$ cat config.mk
export PLATFORM = sky130hd
export DESIGN_NAME = snake_game_ctrl_flat
export DESIGN_NICKNAME = d
export VERILOG_FILES = /design/src/rtl/snake_pkg.sv /design/src/rtl/snake_game_ctrl_if.sv /design/src/rtl/snake_move_timer.sv /design/src/rtl/snake_game_ctrl.sv /design/src/flat_wrapper.sv
export SDC_FILE = /design/constraint.sdc
export NUM_CORES = 1
export LEC_CHECK = 0
export ABC_AREA = 1
export CORE_AREA = 3 3 62 92
export DETAILED_ROUTE_END_ITERATION = 10
export DIE_AREA = 0 0 65 95
export DONT_BUFFER_PORTS = 1
export GPL_TIMING_DRIVEN = 0
export PLACE_DENSITY = 0.62
export SLEW_MARGIN = 20
export SYNTH_ARGS = -nofsm -noshare
export SYNTH_HDL_FRONTEND = slang
export SYNTH_SLANG_ARGS = --single-unit
$ cat constraint.sdc
create_clock -name clk -period 1.6 [get_ports clk]
set_input_delay 0.32 -clock clk [delete_from_list [all_inputs] [get_ports clk]]
set_output_delay 0.32 -clock clk [all_outputs]
set_load 0.005 [all_outputs]
$ cat src/rtl/snake_pkg.sv
// Shared game-state and collision codes for the snake game blocks.
// Downstream blocks decode game_state with these same constants.
package snake_pkg;

    localparam logic [1:0] IDLE      = 2'b00;
    localparam logic [1:0] PLAY      = 2'b01;
    localparam logic [1:0] PAUSE     = 2'b10;
    localparam logic [1:0] GAME_OVER = 2'b11;

    localparam logic [1:0] NONE            = 2'b00;
    localparam logic [1:0] COLLISION       = 2'b01;
    localparam logic [1:0] APPLE_COLLECTED = 2'b10;

endpackage

$ cat src/rtl/snake_game_ctrl_if.sv
// Button/collision inputs and game-flow outputs of the snake game controller.
// master drives the inputs and observes the outputs; slave is the controller.
interface snake_game_ctrl_if #(
    parameter int SCORE_W = 8,
    parameter int LEVEL_W = 3,
    parameter int LIVES_W = 2
);
    logic               up;
    logic               down;
    logic               left;
    logic               right;
    logic               pause;
    logic               frame_tick;
    logic [1:0]         collision_state;

    logic [1:0]         game_state;
    logic               move_tick;
    logic               apple_trigger;
    logic               new_game;
    logic               life_lost;
    logic [SCORE_W-1:0] score;
    logic [LEVEL_W-1:0] level;
    logic [LIVES_W-1:0] lives;

    modport master (
        output up, down, left, right, pause, frame_tick, collision_state,
        input  game_state, move_tick, apple_trigger, new_game, life_lost,
        input  score, level, lives
    );

    modport slave (
        input  up, down, left, right, pause, frame_tick, collision_state,
        output game_state, move_tick, apple_trigger, new_game, life_lost,
        output score, level, lives
    );
endinterface

$ cat src/rtl/snake_move_timer.sv
// Snake move pacing: counts frames and pulses o_move_tick once per period,
// where the period shrinks with level down to MIN_PERIOD.
module snake_move_timer #(
    parameter int LEVEL_W      = 3,
    parameter int START_PERIOD = 8,
    parameter int MIN_PERIOD   = 2
) (
    input  logic               clk,
    input  logic               reset,
    input  logic               i_enable,
    input  logic               i_clear,
    input  logic               i_frame_tick,
    input  logic [LEVEL_W-1:0] i_level,
    output logic               o_move_tick
);
    localparam int CNT_W = $clog2(START_PERIOD + 1);

    logic [CNT_W-1:0] r_frame_cnt;
    logic [CNT_W-1:0] w_period_m1;
    logic             r_move_tick;

    // NOTE: both branches assign w_period_m1, so no latch is inferred.
    always_comb begin
        if (int'(i_level) + MIN_PERIOD >= START_PERIOD)
            w_period_m1 = CNT_W'(MIN_PERIOD - 1);
        else
            w_period_m1 = CNT_W'(START_PERIOD - 1 - int'(i_level));
    end

    // NOTE: non-blocking assignments keep every register sampling pre-edge values.
    always_ff @(posedge clk or posedge reset) begin
        if (reset) begin
            r_frame_cnt <= '0;
            r_move_tick <= 1'b0;
        end else begin
            r_move_tick <= 1'b0;
            if (i_clear) begin
                r_frame_cnt <= '0;
            end else if (i_enable && i_frame_tick) begin
                // >= so a period that just shrank below the count fires at once
                if (r_frame_cnt >= w_period_m1) begin
                    r_frame_cnt <= '0;
                    r_move_tick <= 1'b1;
                end else begin
                    r_frame_cnt <= r_frame_cnt + CNT_W'(1);
                end
            end
        end
    end

    assign o_move_tick = r_move_tick;

endmodule

$ cat src/rtl/snake_game_ctrl.sv
// Snake game-flow controller: IDLE/PLAY/PAUSE/GAME_OVER FSM with lives,
// saturating score, level speed-up and a timed game-over hold.
module snake_game_ctrl
    import snake_pkg::*;
#(
    parameter int SCORE_W          = 8,
    parameter int LEVEL_W          = 3,
    parameter int LIVES_W          = 2,
    parameter int LIVES            = 3,
    parameter int START_PERIOD     = 8,
    parameter int MIN_PERIOD       = 2,
    parameter int APPLES_PER_LEVEL = 4,
    parameter int OVER_FRAMES      = 120
) (
    input  logic             clk,
    input  logic             reset,
    snake_game_ctrl_if.slave bus
);
    localparam int APPLE_W = $clog2(APPLES_PER_LEVEL + 1);
    localparam int HOLD_W  = $clog2(OVER_FRAMES + 1);

    logic [3:0]         r_btn_sync, r_btn_prev;
    logic               r_pause_sync, r_pause_prev;
    logic [1:0]         r_col_sync, r_col_prev;

    logic [1:0]         r_state;
    logic [SCORE_W-1:0] r_score;
    logic [LEVEL_W-1:0] r_level;
    logic [LIVES_W-1:0] r_lives;
    logic [APPLE_W-1:0] r_apple_cnt;
    logic [HOLD_W-1:0]  r_hold_cnt;
    logic               r_new_game, r_life_lost, r_apple_trigger;

    logic w_btn_ev, w_pause_ev, w_col_ev, w_apple_ev;
    logic w_start, w_playing, w_move_tick;

    // Inputs are registered once, then compared against a second copy for edges
    always_ff @(posedge clk or posedge reset) begin
        if (reset) begin
            r_btn_sync   <= '0;
            r_btn_prev   <= '0;
            r_pause_sync <= 1'b0;
            r_pause_prev <= 1'b0;
            r_col_sync   <= NONE;
            r_col_prev   <= NONE;
        end else begin
            r_btn_sync   <= {bus.right, bus.left, bus.down, bus.up};
            r_btn_prev   <= r_btn_sync;
            r_pause_sync <= bus.pause;
            r_pause_prev <= r_pause_sync;
            r_col_sync   <= bus.collision_state;
            r_col_prev   <= r_col_sync;
        end
    end

    assign w_btn_ev   = |(r_btn_sync & ~r_btn_prev);
    assign w_pause_ev = r_pause_sync & ~r_pause_prev;
    assign w_col_ev   = (r_col_sync == COLLISION) && (r_col_prev != COLLISION);
    assign w_apple_ev = (r_col_sync == APPLE_COLLECTED) && (r_col_prev != APPLE_COLLECTED);
    assign w_start    = (r_state == IDLE) && w_btn_ev;
    assign w_playing  = (r_state == PLAY);

    always_ff @(posedge clk or posedge reset) begin
        if (reset) begin
            r_state         <= IDLE;
            r_score         <= '0;
            r_level         <= '0;
            r_lives         <= '0;
            r_apple_cnt     <= '0;
            r_hold_cnt      <= '0;
            r_new_game      <= 1'b0;
            r_life_lost     <= 1'b0;
            r_apple_trigger <= 1'b0;
        end else begin
            r_new_game      <= 1'b0;
            r_life_lost     <= 1'b0;
            r_apple_trigger <= 1'b0;
            case (r_state)
                IDLE: begin
                    if (w_btn_ev) begin
                        r_state <= PLAY;
                        // lives==0 means no game in progress: start a fresh one
                        if (r_lives == '0) begin
                            r_new_game  <= 1'b1;
                            r_score     <= '0;
                            r_level     <= '0;
                            r_apple_cnt <= '0;
                            r_lives     <= LIVES_W'(LIVES);
                        end
                    end
                end
                PLAY: begin
                    if (w_col_ev) begin
                        if (r_lives > LIVES_W'(1)) begin
                            r_lives     <= r_lives - LIVES_W'(1);
                            r_life_lost <= 1'b1;
                            r_state     <= IDLE;
                        end else begin
                            r_lives    <= '0;
                            r_hold_cnt <= '0;
                            r_state    <= GAME_OVER;
                        end
                    end else if (w_pause_ev) begin
                        r_state <= PAUSE;
                    end else if (w_apple_ev) begin
                        r_apple_trigger <= 1'b1;
                        r_score <= (&r_score) ? r_score : r_score + SCORE_W'(1);
                        if (r_apple_cnt == APPLE_W'(APPLES_PER_LEVEL - 1)) begin
                            r_apple_cnt <= '0;
                            r_level <= (&r_level) ? r_level : r_level + LEVEL_W'(1);
                        end else begin
                            r_apple_cnt <= r_apple_cnt + APPLE_W'(1);
                        end
                    end
                end
                PAUSE: begin
                    if (w_pause_ev)
                        r_state <= PLAY;
                end
                GAME_OVER: begin
                    if (bus.frame_tick) begin
                        if (r_hold_cnt == HOLD_W'(OVER_FRAMES - 1))
                            r_state <= IDLE;
                        else
                            r_hold_cnt <= r_hold_cnt + HOLD_W'(1);
                    end
                end
                default: r_state <= IDLE;
            endcase
        end
    end

    snake_move_timer #(
        .LEVEL_W      (LEVEL_W),
        .START_PERIOD (START_PERIOD),
        .MIN_PERIOD   (MIN_PERIOD)
    ) u_move_timer (
        .clk          (clk),
        .reset        (reset),
        .i_enable     (w_playing),
        .i_clear      (w_start),
        .i_frame_tick (bus.frame_tick),
        .i_level      (r_level),
        .o_move_tick  (w_move_tick)
    );

    assign bus.game_state    = r_state;
    assign bus.move_tick     = w_move_tick;
    assign bus.apple_trigger = r_apple_trigger;
    assign bus.new_game      = r_new_game;
    assign bus.life_lost     = r_life_lost;
    assign bus.score         = r_score;
    assign bus.level         = r_level;
    assign bus.lives         = r_lives;

endmodule

$ cat src/flat_wrapper.sv
// flat-port wrapper written by rule: the top's interface ports become plain ports
module snake_game_ctrl_flat import snake_pkg::*;
#(
    parameter int SCORE_W          = 8,
    parameter int LEVEL_W          = 3,
    parameter int LIVES_W          = 2,
    parameter int LIVES            = 3,
    parameter int START_PERIOD     = 8,
    parameter int MIN_PERIOD       = 2,
    parameter int APPLES_PER_LEVEL = 4,
    parameter int OVER_FRAMES      = 120
)
  (clk, reset, bus_up, bus_down, bus_left, bus_right, bus_pause, bus_frame_tick, bus_collision_state, bus_game_state, bus_move_tick, bus_apple_trigger, bus_new_game, bus_life_lost, bus_score, bus_level, bus_lives);
  snake_game_ctrl_if #(.SCORE_W(SCORE_W), .LEVEL_W(LEVEL_W), .LIVES_W(LIVES_W)) bus_i ();
  input  logic clk;
  input  logic reset;
  input wire logic [$bits(bus_i.up)-1:0] bus_up;
  input wire logic [$bits(bus_i.down)-1:0] bus_down;
  input wire logic [$bits(bus_i.left)-1:0] bus_left;
  input wire logic [$bits(bus_i.right)-1:0] bus_right;
  input wire logic [$bits(bus_i.pause)-1:0] bus_pause;
  input wire logic [$bits(bus_i.frame_tick)-1:0] bus_frame_tick;
  input wire logic [$bits(bus_i.collision_state)-1:0] bus_collision_state;
  output wire logic [$bits(bus_i.game_state)-1:0] bus_game_state;
  output wire logic [$bits(bus_i.move_tick)-1:0] bus_move_tick;
  output wire logic [$bits(bus_i.apple_trigger)-1:0] bus_apple_trigger;
  output wire logic [$bits(bus_i.new_game)-1:0] bus_new_game;
  output wire logic [$bits(bus_i.life_lost)-1:0] bus_life_lost;
  output wire logic [$bits(bus_i.score)-1:0] bus_score;
  output wire logic [$bits(bus_i.level)-1:0] bus_level;
  output wire logic [$bits(bus_i.lives)-1:0] bus_lives;
  assign bus_i.up = bus_up;
  assign bus_i.down = bus_down;
  assign bus_i.left = bus_left;
  assign bus_i.right = bus_right;
  assign bus_i.pause = bus_pause;
  assign bus_i.frame_tick = bus_frame_tick;
  assign bus_i.collision_state = bus_collision_state;
  assign bus_game_state = bus_i.game_state;
  assign bus_move_tick = bus_i.move_tick;
  assign bus_apple_trigger = bus_i.apple_trigger;
  assign bus_new_game = bus_i.new_game;
  assign bus_life_lost = bus_i.life_lost;
  assign bus_score = bus_i.score;
  assign bus_level = bus_i.level;
  assign bus_lives = bus_i.lives;
  snake_game_ctrl #(.SCORE_W(SCORE_W), .LEVEL_W(LEVEL_W), .LIVES_W(LIVES_W), .LIVES(LIVES), .START_PERIOD(START_PERIOD), .MIN_PERIOD(MIN_PERIOD), .APPLES_PER_LEVEL(APPLES_PER_LEVEL), .OVER_FRAMES(OVER_FRAMES)) u_core (.clk(clk), .reset(reset), .bus(bus_i));
endmodule
==> summary.md <==
| Metric | Value |
|---|---|
| TritonCTS Buffers | `5` |
| Final hold violations | `0` |
| Worst path max stage delay | `roughly 0.46 ns` |
| Fin cells | `between 300 and 400` |
| Setup WS post-layout | `0.124 ns` |
| Leakage | `0.00142 uW` |
| Die Y | `95 um` |
| Reg-to-Reg Start | `u_core.bus.level[0]$_DFFE_PP0P_` |
| Fin nets | `approximately 350` |
| Most common library cell in the layout ignoring fill and taps | `nand2_1` |
| Drt total wl | `between 4000 and 5000 um` |
| IO buf count | `0` |
| Dpl ws | `0.00857 ns` |
| Register bit count reported by yosys | `47` |
| Setup TNS | `0 ns` |
| Share of layout cells above drive strength 1 | `0.142` |
| Cell count after synthesis | `319` |
| Placed Instances | `386` |
| FMAX | `678 MHz` |
| CP endpoint kind | `flip-flop` |
| Routed len/inst | `12.0 um` |
| CP bufs+invs | `2` |
| Reg2reg path depth | `8` |
| Maximum VDD drop | `approximately 0.00062 V` |
| CP arrival | `1.72 ns` |
| Distinct cells, synth | `28` |
| Share of the clock period used by the worst path | `0.922` |
| Slowest CP cell | `dfrtp_2` |
| First-pass GRT wire length | `8400 um` |
| Hold Path Stages | `0` |
| Clock Skews | `0.00553 ns` |
| CTS tree | `done` |
| Crit-path cells | `ha_2, ha_1, inv_1, nand2_1, o21ai_2, buf_4, nand4_1, nand2_1` |
| Grt ovf | `0` |
| WHS Endpoint | `u_core.r_pause_sync$_DFF_PP0_` |
| H-tree depth | `2` |
| R2R Setup Slk | `0.12 ns` |
| Die Span X | `65 um` |
| CTS Sinks | `47` |
| FP Rows | `31` |
| Core area | `0.00493 mm2` |
| Vias | `1998` |
| Slew headroom | `0.676` |
| Worst slew pin tran | `around 0.49 ns` |
| Clock latency on the worst-skew pair | `~0.31 ns` |
| Critical path data required time | `1.85 ns` |
| Fin crit period | `1.48 ns` |
| I/O pin cnt | `29` |
| Drt pass-1 iters | `4` |
| Most frequent cells in the layout | `98 x nand2_1, 42 x nor2_1, 41 x dfrtp_1` |
| Vias in the first global route | `1948` |
| Ys Warns | `0` |
| Post-route ant nets | `0` |
| WS Path Type | `reg -> reg` |
| Die area | `between 0.006 and 0.007 mm2` |
| Total track usage | `0.175` |
| Initial core utilization | `0.496` |
| Max Slew Vio Count | `0` |
| Largest net degree at the start of global routing | `27` |
| Worst hold slack | `around 0.033 ns` |
| Hold path startpoint | `bus_pause` |
| Area growth syn-to-layout | `12.0%` |
| Reg2reg end | `u_core.bus.level[1]$_DFFE_PP0P_` |
| Setup violators final | `0` |
| CP Launch Type | `flip-flop` |
| Critical path peak fanout | `5` |
| DR iter-0 viols | `97` |
| Routability cong. | `~0.84` |
| Antenna diode instance count | `0` |
| Cell repeated most along the worst path | `nand2_1` |
| Register clock-pin slew on the reported worst setup and hold paths | `0.09 ns` |
| Synthesized cell area | `0.00244 mm2` |
| Syn nets | `between 300 and 400` |
| Post-layout power | `about 3700 uW` |
| DP HPWL | `3600 um` |
| Worst min path class | `in -> reg` |
| Post-synthesis sequential area ratio | `0.482` |
| Max clock buf depth | `2` |
| Vias per inst | `between 5 and 6` |
| DRC Markers | `0` |
| Delay-heaviest family, CP | `flip-flops` |
| # fillers | `491` |
| Initial antenna violation count | `0` |
| Syn_area_per_cell | `7.65 um2` |
| Status | `complete, no violations` |
| Pwr dens | `1360 mW/mm2` |
| Clock root cell | `clkbuf_8` |
| Max-cap viol count | `0` |
[what timing repair did]
action / CTS / global route
gates resized for setup: 1 / 22
endpoints found under the hold margin: 21 / 0
hold buffers: 1 / 0
pin swaps: 0 / 3
setup endpoints to repair: 3 / 23
setup buffers: 0 / 2
[synthesized netlist by cell type]
library cell / n / area [um2]
nand2_1: 103 / 387
o21bai_1: 1 / 7.51
xor2_1: 1 / 8.76
nand2_2: 3 / 18.8
nor3b_1: 1 / 7.51
o211ai_2: 1 / 12.5
dfrtp_1: 47 / 1180
a31oi_1: 1 / 6.26
ha_1: 9 / 113
buf_2: 3 / 15.0
nand3_2: 2 / 20.0
inv_1: 40 / 150
nor2_1: 42 / 158
a21o_1: 1 / 7.51
a21oi_1: 3 / 15.0
buf_6: 1 / 11.3
o22ai_2: 1 / 12.5
o21ai_0: 5 / 25.0
xnor2_1: 2 / 17.5
nor3_1: 2 / 10.0
o31ai_1: 1 / 7.51
nand3_1: 22 / 110
clkbuf_1: 2 / 7.51
nand4_1: 9 / 56.3
o21ai_1: 9 / 45.0
inv_2: 5 / 18.8
nor2_4: 1 / 11.3
o22ai_1: 1 / 6.26
[sequential cells by signal (all words and copies together), names as in the netlist]
| name | flops |
|---|---|
| u_core.bus.score | 8 |
| u_core.r_hold_cnt | 7 |
| u_core.r_btn_prev | 4 |
| u_core.r_btn_sync | 4 |
| u_core.u_move_timer.r_frame_cnt | 4 |
| u_core.bus.level | 3 |
| u_core.r_apple_cnt | 3 |
| u_core.bus.game_state | 2 |
| u_core.bus.lives | 2 |
| u_core.r_col_prev | 2 |
| u_core.r_col_sync | 2 |
| u_core.bus.apple_trigger | 1 |
| u_core.bus.life_lost | 1 |
| u_core.bus.new_game | 1 |
| u_core.r_pause_prev | 1 |
| u_core.r_pause_sync | 1 |
| u_core.u_move_timer.o_move_tick | 1 |
[final cells by class]
cell class	instances	area, um2	area share
clock inverter	3	27.5	0.0101
multi-input combinational	221	1120	0.409
tap	66	82.6	0.0302
buffer	6	38.8	0.0142
sequential	47	1180	0.433
timing repair buffer	4	45.0	0.0165
inverter	45	171	0.0627
clock buffer	5	68.8	0.0252
[worst max path at each step]
stage / startpoint / end / slack [ns] / depth (start not counted)
after floorplan: reset / u_core.bus.apple_trigger$_DFF_PP0_ / 0.16 / 1
after global placement: reset / u_core.bus.level[1]$_DFFE_PP0P_ / -0.38 / 1
after detailed placement: u_core.bus.level[0]$_DFFE_PP0P_ / u_core.bus.level[0]$_DFFE_PP0P_ / 0.009 / 8
after CTS: u_core.bus.score[0]$_DFFE_PP0P_ / u_core.bus.score[0]$_DFFE_PP0P_ / 0.02 / 9
after global routing: u_core.bus.game_state[1]$_DFFE_PP0P_ / u_core.bus.score[5]$_DFFE_PP0P_ / -0.02 / 9
final: u_core.bus.level[0]$_DFFE_PP0P_ / u_core.bus.level[1]$_DFFE_PP0P_ / 0.12 / 8
[per-stage QoR]
step                      instance area, um2   util
after floorplan                         2440      -
after global placement                  2520  0.512
after detailed placement                2540  0.516
after CTS                               2650  0.539
after global routing                    2740  0.555
final                                   2740  0.555
[kinds of logic (layout without fill, tap and decap cells)]
| kind of cell | count (synthesis) | count (layout) | share of synthesized area |
|---|---|---|---|
| and+or+nand+nor | 185 | 185 | 0.319 |
| xor gates and xnor gates | 3 | 3 | 0.0108 |
| adders and majority gates | 9 | 9 | 0.0461 |
| DFF | 47 | 47 | 0.482 |
| buffers and inverters | 51 | 63 | 0.0830 |
| AOI/OAI and AO/OA | 24 | 24 | 0.0595 |
[layer usage]
layer  share of wire  GRT usage  wire length [um]  vias to the layer above
met1            0.40      0.187              1930                      929
met3           0.053     0.0417               252                        7
met4           0.016     0.0688                76                        0
met5               0          0                 0                        -
li1                -          -                 -                     1022
met2            0.53      0.325              2500                       40
[power by group]
group	leakage (uW)	total, uW	switching, uW	internal (uW)
combinational	0.000775	1390	900	489
clock	0.0000467	771	446	324
sequential	0.000602	1570	215	1350
total	0.00142	3730	1560	2160
No activity file was read; power rests on OpenSTA's default activity.
==> RTL change 1, RTL diff (config.mk and constraints unchanged) <==
One comparison of `r_hold_cnt` changes from == to >=.
--- a/src/rtl/snake_game_ctrl.sv
+++ b/src/rtl/snake_game_ctrl.sv
@@ -121,3 +121,3 @@
                     if (bus.frame_tick) begin
-                        if (r_hold_cnt == HOLD_W'(OVER_FRAMES - 1))
+                        if (r_hold_cnt >= HOLD_W'(OVER_FRAMES - 1))
                             r_state <= IDLE;
Behaviour: same outputs for any inputs over 10 cycles, from zero or initial values and one cycle with reset high; that may be too few to reach the edited logic, so the function may still have changed.
==> RTL change 1 against the unedited design <==
  * Non-clock buffer count fell by 2
  * Global-route usage down 0.74 points
  * Hold slack improved by 11 ps
  * Sequential cell count did not move
  * Power rose by 1.3%
  * Wire length is 3.9% lower
  * Clock power up 32%
  * Synthesized area fell by 1.4%
  * Utilization rose by 0.076 points
  * Design area grew 0.14%
  * Setup slack got worse by 89 ps
  * Critical path depth grew 1
  * Critical endpoint is now u_core.u_move_timer.o_move_tick
  * Highest routed layer unchanged
==> RTL change 1: results (changes against the unedited design) <==
outcome: "finished clean"  # unchanged
ys_seq_area_share_pct: 48.88  # was 48.18%
finClkSkew_ps: 5.104  # was 5.532 ps
wl_mm: 4.574  # was 4.758 mm
grtUsageMet2_pct: 29.63  # was 32.54%
grt_usage_pct: 16.76  # was 17.50%
ys_top_cells_by_area: "dfrtp_1 49%, nand2_1 14%, inv_1 6.9%, nand3_1 5.6%, nor2_1 5.0%"  # was dfrtp_1 48%, nand2_1 16%, nor2_1 6.5%, inv_1 6.2%, ha_1 4.6%
leakage_nw: 1.419  # was 1.423 nW
vias: 1843  # was 1998
grt_max_degree: 26  # was 27
critPathArrivalTime_ps: 1760  # was 1720 ps
ctsLongestPathBuffers: 2  # unchanged
syn_nets: 318  # was 338
gp_congestion: 0.7992  # was 0.8427
met3_usage_pct: 4.048  # was 4.167%
met1_usage_pct: 19.59  # was 18.72%
ys_top_cells_by_count: "91 x nand2_1, 47 x dfrtp_1, 44 x inv_1"  # was 103 x nand2_1, 47 x dfrtp_1, 42 x nor2_1
grt_pass1_wl_mm: 8.169  # was 8.397 mm
grt_pass1_vias: 1858  # was 1948
slowest_delay_ps: 450
placed_area_um2: 2516  # was 2544 µm²
fin_nets: 329  # was 349
ir_worst_vdd_v: 0.0006950  # was 0.0006188 V
relSlewSlack_pct: 64.17  # was 67.55%
hpwl_mm: 3.348  # was 3.600 mm
hold_class: "input port to flip-flop"  # unchanged
ys_warn_count: 0  # unchanged
drive_gt1_share_pct: 13.50  # was 14.20%
RTL change 1: metal layers:
| layer | wire [µm] | share of wire, % | up-vias |
|---|---|---|---|
| li1 | - | - | 951 |
| met2 | 2345 | 51 | 32 |
| met4 | 71 | 1.6 | 0 |
| met1 | 1965 | 43 | 855 |
| met5 | 0 | 0 | - |
| met3 | 192 | 4.2 | 5 |
RTL change 1: worst paths after layout:
| path | from | endpoint | slack (ps) | cells past startpoint |
|---|---|---|---|---|
| worst max-delay path | u_core.bus.level[1] | u_core.u_move_timer.o_move_tick | 40 | 9 |
| worst max register to register | u_core.bus.level[1] | u_core.u_move_timer.o_move_tick | 40 | 9 |
| max in group asynchronous | reset | u_core.bus.game_state[0] | 580 | 3 |
| min in group asynchronous | reset | u_core.r_col_sync[1] | 520 | 2 |
| worst min register to register | u_core.r_btn_sync[1] | u_core.r_btn_prev[1] | 380 | 0 |
| worst min-delay path | bus_down | u_core.r_btn_sync[1] | 40 | 0 |
RTL change 1: final cells by class:
| cell class | count | area (µm²) |
|---|---|---|
| inverters | 46 | 181.4 |
| plain buffers | 4 | 30.03 |
| fillers | 494 | 2187 |
| clock buffers | 5 | 68.82 |
| flip-flops and latches | 47 | 1182 |
| repair buffers | 4 | 52.55 |
| clock inverters | 3 | 67.56 |
| well taps | 66 | 82.58 |
| multi-input cells | 202 | 1074 |
RTL change 1: repair_timing:
| action | in CTS | in global routing |
|---|---|---|
| pin swaps | 2 | 3 |
| hold buffers | 1 | 0 |
| buffers inserted | 2 | 0 |
| endpoints found under the hold margin | 22 | 0 |
| endpoints found under the setup margin | 14 | 22 |
| resized for setup | 7 | 12 |
RTL change 1: per-stage QoR:
step	hold slack, ps	instances	setup TNS, ps	setup slack, ps	total power [mW]
after floorplan	351.4	299	0	91.91	2.408
after global placement	351.5	365	-18200	-378.8	2.642
after detailed placement	278.8	366	-455.7	-115.7	2.684
after CTS	31.42	377	-10.86	-10.77	3.770
after global routing	20.63	377	-404.1	-104.6	4.092
final	43.83	377	0	35.26	3.775
RTL change 1: power breakdown:
part           switching (mW)  internal, mW
logic                   0.713         0.413
clock network           0.399         0.623
registers               0.249          1.38
total                    1.36          2.41
RTL change 1: cells by family (layout without fill, tap and decap cells):
| logic type | count (synthesis) | after routing | synth area share (%) |
|---|---|---|---|
| flops | 47 | 47 | 48.88 |
| fa+ha+maj | 9 | 9 | 4.680 |
| buf+inv | 50 | 62 | 8.632 |
| simple gates | 165 | 165 | 30.21 |
| xor+xnor | 5 | 5 | 1.820 |
| compound gates | 23 | 23 | 5.773 |
==> RTL change 2, RTL diff (same flow settings) <==
Without the edit above. `LEVEL_W` is set to 3 in 4 places; all go to 2.
--- a/src/rtl/snake_game_ctrl_if.sv
+++ b/src/rtl/snake_game_ctrl_if.sv
@@ -4,3 +4,3 @@
     parameter int SCORE_W = 8,
-    parameter int LEVEL_W = 3,
+    parameter int LEVEL_W = 2,
     parameter int LIVES_W = 2
--- a/src/rtl/snake_move_timer.sv
+++ b/src/rtl/snake_move_timer.sv
@@ -3,3 +3,3 @@
 module snake_move_timer #(
-    parameter int LEVEL_W      = 3,
+    parameter int LEVEL_W      = 2,
     parameter int START_PERIOD = 8,
--- a/src/rtl/snake_game_ctrl.sv
+++ b/src/rtl/snake_game_ctrl.sv
@@ -6,3 +6,3 @@
     parameter int SCORE_W          = 8,
-    parameter int LEVEL_W          = 3,
+    parameter int LEVEL_W          = 2,
     parameter int LIVES_W          = 2,
--- a/src/flat_wrapper.sv
+++ b/src/flat_wrapper.sv
@@ -4,3 +4,3 @@
     parameter int SCORE_W          = 8,
-    parameter int LEVEL_W          = 3,
+    parameter int LEVEL_W          = 2,
     parameter int LIVES_W          = 2,
Interface: changed (resized bus_level); port bits go from 29 to 28. No check against the original RTL was run, so the function may have changed too.
==> RTL change 2 against the unedited design <==
  * First-iteration DRC count is 13% higher
  * Sequential cell count is 1 lower
  * Non-clock buffer count stayed put
  * Maximum frequency down 2.0%
  * Setup slack worse by 30 ps
  * Utilization fell by 2.6 points
  * Design area down 4.8%
  * Wire length fell by 6.2%
  * Synthesized area decreased by 4.0%
  * Critical endpoint is now u_core.bus.score[0]
  * Largest cell class unchanged
Power is not compared: it rests on default switching activity, and its combinational part moved more than twofold at a synthesized area within 25%.
==> RTL change 2: results (changes against the unedited design) <==
regToRegSetupSlack_ps: 90  # was 120 ps
wl_per_cell_um: 11.88  # was 11.98 µm
die_area_um2: 6175  # unchanged
grt_pass1_vias: 1664  # was 1948
ys_types: 24  # was 28
outcome: "finished clean"  # unchanged
first_pass_iters: 5  # was 4
clk_latency_ps: 290  # was 310 ps
relSlewSlack_pct: 66.61  # was 67.55%
grt_pass1_wl_mm: 7.486  # was 8.397 mm
hpwl_mm: 3.372  # was 3.600 mm
grtUsageMet2_pct: 27.75  # was 32.54%
multiInputGateArea_um2: 1022  # was 1117 µm²
met2_length_mm: 2.365  # was 2.503 mm
largest_reg_flops: 8  # unchanged
clockBufferCount: 6  # was 5
clk_pin_slew_ps: 90  # about the same
ys_seq_area_share_pct: 49.12  # was 48.18%
grt_usage_pct: 15.47  # was 17.50%
reg2reg_depth: 9  # was 8
critPathArrivalTime_ps: 1690  # was 1720 ps
placed_area_um2: 2446  # was 2544 µm²
antenna_cells: 0  # unchanged
cts_inserted_buffers: 5  # unchanged
ys_top_cells_by_count: "101 x nand2_1, 46 x dfrtp_1, 37 x inv_1"  # was 103 x nand2_1, 47 x dfrtp_1, 42 x nor2_1
first_iter_violations: 110  # was 97
drive_gt1_share_pct: 13.55  # was 14.20%
cp_max_fo: 8  # was 5
multi_input_area_share_pct: 39.24  # was 40.85%
fillers: 488  # was 491
finClkSkew_ps: 7.643  # was 5.532 ps
synth-xor-area-share_pct: 0.7475  # was 1.076%
setup.worst_path.end: "u_core.bus.score[0]"  # was u_core.bus.level[1]
crit_family: "simple AND/OR/NAND/NOR gates"  # was flip-flops
gp_congestion: 0.8557  # was 0.8427
met1_usage_pct: 18.14  # was 18.72%
yosys_register_bits: 46  # was 47
grt_max_degree: 26  # was 27
multi_input_gates: 205  # was 221
route.met3.wl_um: 213  # was 252 µm
pre_cts_slack_ps: -56.31  # was 8.572 ps
rr_endpoint: "u_core.bus.score[0]"  # was u_core.bus.level[1]
regArea_um2: 1156  # was 1184 µm²
vias_per_cell: 4.907  # was 5.033
synth_compound_area_share_pct: 4.965  # was 5.946%
clock_area_share_pct: 3.314  # was 3.522%
ys_top_cells_by_area: "dfrtp_1 49%, nand2_1 16%, inv_1 5.9%, nor2_1 5.3%, ha_1 3.7%"  # was dfrtp_1 48%, nand2_1 16%, nor2_1 6.5%, inv_1 6.2%, ha_1 4.6%
synth_adder_area_share_pct: 3.737  # was 4.613%
fin_nets: 326  # was 349
crit_start: "u_core.bus.score[0]"  # was u_core.bus.level[0]
drt-met1-wl_mm: 1.859  # was 1.925 mm
inv_count: 41  # was 45
yosys-mux-area-fraction_pct: 0  # unchanged
syn_nets: 313  # was 338
period_needed_ps: 1506  # was 1476 ps
buffer_area_share_pct: 3.890  # was 3.065%
-- RTL change 2: stage by stage --
step                      std cells  total power [mW]
after floorplan                 296             1.465
after detailed placement        363             1.517
after global placement          362             1.499
after CTS                       372             2.218
after global routing            376             2.329
final                           376             2.189
-- RTL change 2: worst min path at each step --
| stage | startpoint | end | slack [ps] | cells after the start |
|---|---|---|---|---|
| 6_report | bus_collision_state[1] | u_core.r_col_sync[1] | 50 | 0 |
| 5_1_grt | bus_collision_state[1] | u_core.r_col_sync[1] | 20 | 0 |
| 4_1_cts | bus_collision_state[1] | u_core.r_col_sync[1] | 40 | 0 |
| 3_5_place_dp | reset | u_core.bus.lives[0] | 260 | 1 |
| 3_3_place_gp | bus_up | u_core.r_btn_sync[0] | 350 | 0 |
| 2_1_floorplan | bus_up | u_core.r_btn_sync[0] | 350 | 0 |
